### src/rtl/sap_ctrl_seq.sv
// Control sequencer for the SAP datapath: one-hot T1..T6 ring with opcode-decoded execute phase.
// Optional variable-length instructions under SAP_CTRL_SKIP_NOP_EN.
module sap_ctrl_seq (
  input  logic       clk,
  input  logic       rst_n,
  input  logic       run_i,
  input  logic [3:0] opcode_i,
  output logic [5:0] t_state_o,
  output logic       cp_o,
  output logic       ep_o,
  output logic       lm_n_o,
  output logic       ce_n_o,
  output logic       li_n_o,
  output logic       ei_n_o,
  output logic       la_n_o,
  output logic       ea_o,
  output logic       su_o,
  output logic       eu_o,
  output logic       lb_n_o,
  output logic       lo_n_o,
  output logic       hlt_o
);

  localparam logic [3:0] OpLda = 4'h0;
  localparam logic [3:0] OpAdd = 4'h1;
  localparam logic [3:0] OpSub = 4'h2;
  localparam logic [3:0] OpOut = 4'hE;
  localparam logic [3:0] OpHlt = 4'hF;

  typedef enum logic [1:0] {StIdle, StRing, StHalt} state_e;

  state_e     state_q, state_d;
  logic [5:0] t_q, t_d;
  logic       last_step;

  always_ff @(posedge clk or negedge rst_n) begin
    if (!rst_n) begin
      state_q <= StIdle;
      t_q     <= 6'b0;
    end else begin
      state_q <= state_d;
      t_q     <= t_d;
    end
  end

`ifdef SAP_CTRL_SKIP_NOP_EN
  always_comb begin
    last_step = 1'b0;
    unique case (opcode_i)
      OpLda:        last_step = t_q[4];
      OpAdd, OpSub: last_step = t_q[5];
      default:      last_step = t_q[3];
    endcase
  end
`else
  always_comb begin
    last_step = t_q[5];
  end
`endif

  always_comb begin
    state_d = state_q;
    t_d     = t_q;
    unique case (state_q)
      StIdle: begin
        if (run_i) begin
          state_d = StRing;
          t_d     = 6'b000001;
        end
      end
      StRing: begin
        // HLT is checked before the end-of-instruction test so it wins at T4.
        if (t_q[3] && (opcode_i == OpHlt)) begin
          state_d = StHalt;
          t_d     = 6'b0;
        end else if (last_step) begin
          if (run_i) begin
            t_d = 6'b000001;
          end else begin
            state_d = StIdle;
            t_d     = 6'b0;
          end
        end else begin
          t_d = {t_q[4:0], 1'b0};
        end
      end
      StHalt: begin
        t_d = 6'b0;
      end
      default: begin
        state_d = StIdle;
        t_d     = 6'b0;
      end
    endcase
  end

  always_comb begin
    cp_o   = 1'b0;
    ep_o   = 1'b0;
    lm_n_o = 1'b1;
    ce_n_o = 1'b1;
    li_n_o = 1'b1;
    ei_n_o = 1'b1;
    la_n_o = 1'b1;
    ea_o   = 1'b0;
    su_o   = 1'b0;
    eu_o   = 1'b0;
    lb_n_o = 1'b1;
    lo_n_o = 1'b1;
    hlt_o  = (state_q == StHalt);
    if (state_q == StRing) begin
      unique case (1'b1)
        t_q[0]: begin
          ep_o   = 1'b1;
          lm_n_o = 1'b0;
        end
        t_q[1]: cp_o = 1'b1;
        t_q[2]: begin
          ce_n_o = 1'b0;
          li_n_o = 1'b0;
        end
        t_q[3]: begin
          unique case (opcode_i)
            OpLda, OpAdd, OpSub: begin
              ei_n_o = 1'b0;
              lm_n_o = 1'b0;
            end
            OpOut: begin
              ea_o   = 1'b1;
              lo_n_o = 1'b0;
            end
            OpHlt:   hlt_o = 1'b1;
            default: ;
          endcase
        end
        t_q[4]: begin
          unique case (opcode_i)
            OpLda: begin
              ce_n_o = 1'b0;
              la_n_o = 1'b0;
            end
            OpAdd, OpSub: begin
              ce_n_o = 1'b0;
              lb_n_o = 1'b0;
              su_o   = (opcode_i == OpSub);
            end
            default: ;
          endcase
        end
        t_q[5]: begin
          if ((opcode_i == OpAdd) || (opcode_i == OpSub)) begin
            eu_o   = 1'b1;
            la_n_o = 1'b0;
            su_o   = (opcode_i == OpSub);
          end
        end
        default: ;
      endcase
    end
  end

  assign t_state_o = t_q;

endmodule
### config.mk
export PLATFORM = sky130hd
export DESIGN_NAME = sap_ctrl_seq
export DESIGN_NICKNAME = d
export VERILOG_FILES = /design/src/rtl/sap_ctrl_seq.sv
export SDC_FILE = /design/constraint.sdc
export NUM_CORES = 1
export LEC_CHECK = 0
export ABC_AREA = 1
export ABC_CLOCK_PERIOD_IN_PS = 1800
export CORE_AREA = 5 5 42 44
export CTS_BUF_LIST = sky130_fd_sc_hd__clkbuf_4 sky130_fd_sc_hd__clkbuf_8
export DETAILED_ROUTE_END_ITERATION = 16
export DIE_AREA = 0 0 47 49
export PLACE_DENSITY_LB_ADDON = 0.12
export SLEW_MARGIN = 0
export SYNTH_ARGS = -nofsm -noshare
export SYNTH_HDL_FRONTEND = slang
export SYNTH_SLANG_ARGS = --single-unit
export TNS_END_PERCENT = 20
### constraint.sdc
create_clock -name clk -period 1.8 [get_ports clk]
set_input_delay 0.54 -clock clk [delete_from_list [all_inputs] [get_ports clk]]
set_output_delay 0.54 -clock clk [all_outputs]
set_load 0.02 [all_outputs]
==> results of run 1 <==
[per-stage QoR]
stage               TNS [ns]  instances  utilization
floorplan                  0         76            -
global placement       -8.11        133        0.649
global route          -0.958        140        0.687
CTS                   -0.224        137        0.638
detailed placement     -8.32        133        0.649
finish                -0.223        140        0.687
[state kept, by name, indices dropped and copies added, names as in the netlist]
register and count:
t_state_o 6, state_q 2
[report_power, final]
part	switching, mW	total (mW)	internal, mW
Clock	0.0552	0.131	0.0759
Combinational	0.0194	0.0372	0.0178
Sequential	0	0.180	0.180
[worst min path at each step]
stage                                         from                       end  slack [ns]  cells after the start
after global routing                         rst_n    state_q[1]$_DFFE_PN0P_        0.59                      1
after detailed placement  t_state_o[1]$_DFFE_PN0N_  t_state_o[1]$_DFFE_PN0N_        0.50                      2
after floorplan                              rst_n    state_q[0]$_DFFE_PN0P_        0.24                      0
after CTS                 t_state_o[1]$_DFFE_PN0N_  t_state_o[1]$_DFFE_PN0N_        0.53                      2
final                     t_state_o[1]$_DFFE_PN0N_  t_state_o[1]$_DFFE_PN0N_        0.52                      2
after global placement    t_state_o[1]$_DFFE_PN0N_  t_state_o[1]$_DFFE_PN0N_        0.50                      2
[metal layers]
| metal | up-vias | global-route usage | wire, um |
|---|---|---|---|
| met5 | - | 0 | 0 |
| met4 | 0 | 0.0553 | 6 |
| met3 | 2 | 0.0258 | 130 |
| met2 | 21 | 0.265 | 870 |
| met1 | 305 | 0.209 | 645 |
| li1 | 339 | - | - |
[cell type report]
cell class	instances	area (um^2)	share of cell area
clock buffers	3	22.5	0.0234
inverters	12	45.0	0.0468
multi-input cells	55	283	0.294
flip-flops and latches	8	200	0.208
well taps	16	20.0	0.0208
repair buffers	46	392	0.407
[kinds of logic (layout without fill, tap and decap cells)]
family	Yosys count	count (layout)	share of synthesized area
DFF	8	8	0.392
AOI/OAI and AO/OA	11	11	0.118
buffers and inverters	13	61	0.110
and+or+nand+nor	44	44	0.380
[worst reg2reg max path, stage by stage, from the launching register on]
cell	delay [ns]
dfrtp_1	0.36
inv_2	0.06
nor2_4	0.14
buf_4	0.14
clkbuf_16	0.13
nand2_1	0.08
o21ai_0	0.16
[placed cells by master (no fill, tap or decap), drive strengths merged, types with 4 or more instances in the layout]
cell type,netlist,layout
nand3,4,4
nor2,9,9
buf,1,37
nand2,27,27
dlygate4sd2,0,5
o21ai,8,8
inv,12,12
clkbuf,0,4
dfrtp,8,8
[timing repair]
action | in CTS | in global routing
setup endpoints to repair | 18 | 13
pin swaps | 5 | 4
gates cloned | 0 | 1
buffers inserted | 1 | 2
resized for setup | 87 | 14
hold endpoints to repair | 0 | 0
==> results_dict.tcl, run 1 <==
set metrics [dict create \
    rsz0062_at_grt "yes" \
    crit_path_end_kind "primary output" \
    port_buffers 25 \
    wl_per_cell_um 11.8 \
    syn_area_per_cell_um2 6.72 \
    path_depth 7 \
    grt_max_degree 11 \
    drt-vias-per-instance 4.76 \
    reg2reg_slack_ns 0.67 \
    root_buffer "clkbuf_4" \
    numCtsBuffers 3 \
    route.detailed.drc 0 \
    synth_edf_count 0 \
    critPathKind "in2out" \
    placed_area_um2 910 \
    failed_checks "negative setup slack" \
    syn-cell-area_um2 510 \
    cp_top_family "simple AND/OR/NAND/NOR gates" \
    hpwl_mm 1.26 \
    powerDensity_mw_per_mm2 362 \
    path_clk_slew_ns 0.05 \
    dp_slack_ns -0.876 \
    timing.rr.start "state_q[0]$_DFFE_PN0P_" \
    irDropWorstVdd_uv 346 \
    r2r_end "t_state_o[1]$_DFFE_PN0N_" \
    relSlewSlack 0.743 \
    cts_buffer_depth 2 \
    netlist_instances 76 \
    fillerInstances 122 \
    worst_ep_arrival_time_ns 1.34 \
    async_flop_share 1.00 \
    slowest_stage "or2_1" \
    cts_tree "yes" \
    fin_skew_ns 0.00122 \
    ant_nets 0 \
    core-area_mm2 0.00140 \
    ys_ff_latch 8 \
    drv_slew 0 \
    dr.pass1.iters 4 \
    worstSetupStartpointType "input pin" \
    hold_violations 0 \
    status "finished, violations left" \
    clk_latency_ns 0.25 \
    holdBufCountCts 0 \
    hold_class "reg2reg" \
    final_area_um2 962 \
    maxClockFrequency_mhz 532 \
    die_w_um 47 \
    start_util 0.364 \
    wl_mm 1.65 \
    cp.required_ns 1.26 \
    dr.first_iter.drc_count 12 \
    power.total_mw 0.348 \
    h-tree-depth 1 \
    overflow 0 \
    grt_pass1_vias 631 \
    ys_warn_count 0 \
    synth_top_cell_area_share 0.392 \
    vias 667 \
    maxCapViolations 0 \
    yosysMostFrequentCell "nand2_1" \
    nets 133 \
    io_pins 26 \
    crit_path_start "opcode_i[3]" \
    synth_cell_type_count 17 \
    critical_path.cell_chain "buf_2 > nor2_4 > nand2_2 > inv_2 > o21ai_2 > or2_1 > buf_6" \
    finalCritPeriodShare 1.04 \
    synth_flop_cell "dfrtp_1" \
    leakagePower_nw 0.553 \
    grt_usage 0.163 \
    setup_slack_ns -0.0788 \
    timing.hold.ws_ns 0.517 \
    setup_violations 5 \
    min_period_ns 1.88 \
    diodes 0 \
    row_count 14 \
    antenna_found_initial 0 \
    synth.net_count 83 \
    syn_to_final_growth_pct 88.5 \
    worst_pin_slew_ns 0.384 \
    drive_gt1_frac 0.444 \
    slowest_delay_ns 0.21 \
    path_buf_inv 3 \
    yosys.area.top_type "dfrtp_1" \
    crit_fanout 3 \
    gp_congestion 0.866 \
    clock_sinks 8 \
    synth_area_leaders "dfrtp_1 39%, nand2_1 18%, inv_1 8.1%" \
    rr_worst_depth 6 \
    yosys-top-cells-count "25 x nand2_1, 11 x inv_1, 8 x dfrtp_1" \
    grt_pass1_wl_mm 2.75 \
    synth-seq-area-share 0.392 \
    die_y_um 49 \
    die_area_mm2 0.00230 \
    crit_end "lb_n_o" \
]
(Power assumes the default switching activity.)
==> inputs of run 2 (changes only) <==
--- a/config.mk
+++ b/config.mk
@@ -7,11 +7,12 @@
 export LEC_CHECK = 0
 export ABC_AREA = 1
 export ABC_CLOCK_PERIOD_IN_PS = 1800
-export CORE_AREA = 5 5 42 44
+export CORE_AREA = 10 10 47 49
 export CTS_BUF_LIST = sky130_fd_sc_hd__clkbuf_4 sky130_fd_sc_hd__clkbuf_8
 export DETAILED_ROUTE_END_ITERATION = 16
-export DIE_AREA = 0 0 47 49
+export DIE_AREA = 0 0 57 59
 export PLACE_DENSITY_LB_ADDON = 0.12
+export REMOVE_ABC_BUFFERS = 1
 export SLEW_MARGIN = 0
 export SYNTH_ARGS = -nofsm -noshare
 export SYNTH_HDL_FRONTEND = slang
==> results_dict.tcl, run 2 (synthesis gave the netlist of run 1 again) <==
set metrics [dict create \
    drt-vias-per-instance 4.74 \
    maxCapViolations 0 \
    powerDensity_mw_per_mm2 384 \
    wl_mm 1.85 \
    slowest_delay_ns 0.24 \
    leakagePower_nw 0.560 \
    setup_violations 6 \
    cts_buffer_depth 2 \
    grt_max_degree 9 \
    gp_congestion 0.852 \
    setup_tns_ns -0.207 \
    hpwl_mm 1.35 \
    power.total_mw 0.375 \
    placed_area_um2 905 \
    dp.cells 134 \
    final_area_um2 975 \
    crit_fanout 3 \
    layout_common_cells "26 x buf_4, 21 x nand2_1, 10 x inv_1" \
    grt_pass1_wl_mm 2.95 \
    holdBufCountCts 0 \
    rr_worst_depth 7 \
    largest_register_ffs 6 \
    route.detailed.drc 0 \
    status "finished, violations left" \
    cts_tree "yes" \
    r2r_end "t_state_o[5]$_DFFE_PN0N_" \
    hold_violations 0 \
    grt_pass1_vias 633 \
    failed_checks "negative setup slack" \
    drive_gt1_frac 0.464 \
    maxClockFrequency_mhz 531 \
    row_count 14 \
    final_common_cell "buf_4" \
    vias 669 \
    fin_skew_ns 0.00243 \
    relSlewSlack 0.742 \
    grt_usage 0.109 \
    final-instance-count-excl-fill 141 \
    hold_class "reg2reg" \
    die_y_um 59 \
    io_pins 26 \
    core-area_mm2 0.00140 \
    nets 134 \
    clock_sinks 8 \
    h-tree-depth 1 \
    numCtsBuffers 3 \
    path_clk_slew_ns 0.05 \
    cp_top_family "simple AND/OR/NAND/NOR gates" \
    hp-start "t_state_o[1]$_DFFE_PN0N_" \
    ant_nets 0 \
    diodes 0 \
    crit_path_end_kind "primary output" \
    timing.rr.start "state_q[0]$_DFFE_PN0P_" \
    die_area_mm2 0.00336 \
    cp.required_ns 1.26 \
    holdPathStages 2 \
    worst_pin_slew_ns 0.386 \
    clk_latency_ns 0.26 \
    antenna_found_initial 0 \
    finalCritPeriodShare 1.05 \
    slowest_stage "or2_1" \
    dr.pass1.iters 3 \
    port_buffers 25 \
    min_period_ns 1.88 \
    drv_slew 0 \
    timing.hold.ws_ns 0.528 \
    worstHoldEndpoint "t_state_o[1]$_DFFE_PN0N_" \
    syn_to_final_growth_pct 90.9 \
    path_depth 7 \
    overflow 0 \
    worst_ep_arrival_time_ns 1.34 \
    start_util 0.364 \
    die_w_um 57 \
    path_buf_inv 3 \
    irDropWorstVdd_uv 354 \
    dr.first_iter.drc_count 11 \
    critPathKind "in2out" \
    wl_per_cell_um 13.1 \
    setup_slack_ns -0.0847 \
    fillerInstances 130 \
    root_buffer "clkbuf_4" \
    worstSetupStartpointType "input pin" \
    critical_path.cell_chain "buf_2 > nand2_1 > nand2_2 > inv_2 > o21ai_2 > or2_1 > buf_6" \
    rsz0062_at_grt "yes" \
    reg2reg_slack_ns 0.59 \
]
## run 2: cell types whose count changed in the layout (fill, tap and decap cells not counted), sizes merged
cell	delta
buf	+2
clkbuf	-1
## run 2: how the worst max path moves through the flow
stage                           startpoint     end  slack, ns
floorplan           state_q[1]$_DFFE_PN0P_   hlt_o      -0.11
detailed placement             opcode_i[3]  lb_n_o      -0.90
global route        state_q[0]$_DFFE_PN0P_  la_n_o      -0.13
CTS                 state_q[0]$_DFFE_PN0P_  lb_n_o      -0.08
finish                         opcode_i[1]  lb_n_o      -0.08
global placement               opcode_i[1]  la_n_o      -0.84
## run 2: area by class of cell
type,instances,area [um^2],area share
inverters,12,45.0,0.0462
well taps,16,20.0,0.0205
flip-flops and latches,8,201,0.207
repair buffers,47,387,0.397
clock buffers,3,22.5,0.0231
multi-input cells,55,299,0.307
## run 2: per-layer routing
layer | vias up | global-route usage | wire length [um]
met1 | 301 | 0.121 | 819
met5 | - | 0 | 0
met4 | 0 | 0.0705 | 53
li1 | 340 | - | -
met2 | 23 | 0.172 | 815
met3 | 5 | 0.0408 | 166
## run 2: per-stage QoR
stage | setup slack [ns] | util
finish | -0.0847 | 0.696
global route | -0.130 | 0.696
CTS | -0.0752 | 0.660
detailed placement | -0.902 | 0.646
global placement | -0.835 | 0.646
floorplan | -0.109 | -
## run 2: where the power goes
part / switching (mW) / internal (mW) / total (mW)
registers: 0 / 0.180 / 0.180
clock network: 0.0686 / 0.0768 / 0.145
logic: 0.0237 / 0.0257 / 0.0494
## run 2: repair_timing
item	in CTS	in global routing
gates resized for setup	98	14
gates cloned	0	0
endpoints found under the setup margin	18	14
buffers inserted	2	2
pin swaps	9	3
## run 2: tightest hold or removal path: stages (launching register included)
cell,delay (ns)
dfrtp_1,0.37
nand2_1,0.06
o21ai_0,0.06
==> inputs of run 3 (changes only) <==
--- a/config.mk
+++ b/config.mk
@@ -11,6 +11,7 @@
 export CTS_BUF_LIST = sky130_fd_sc_hd__clkbuf_4 sky130_fd_sc_hd__clkbuf_8
 export DETAILED_ROUTE_END_ITERATION = 16
 export DIE_AREA = 0 0 57 59
+export HOLD_SLACK_MARGIN = 0.15
 export PLACE_DENSITY_LB_ADDON = 0.12
 export REMOVE_ABC_BUFFERS = 1
 export SLEW_MARGIN = 0
==> results of run 3 <==
Final layout, timing and power as in run 2 (identical DEF).
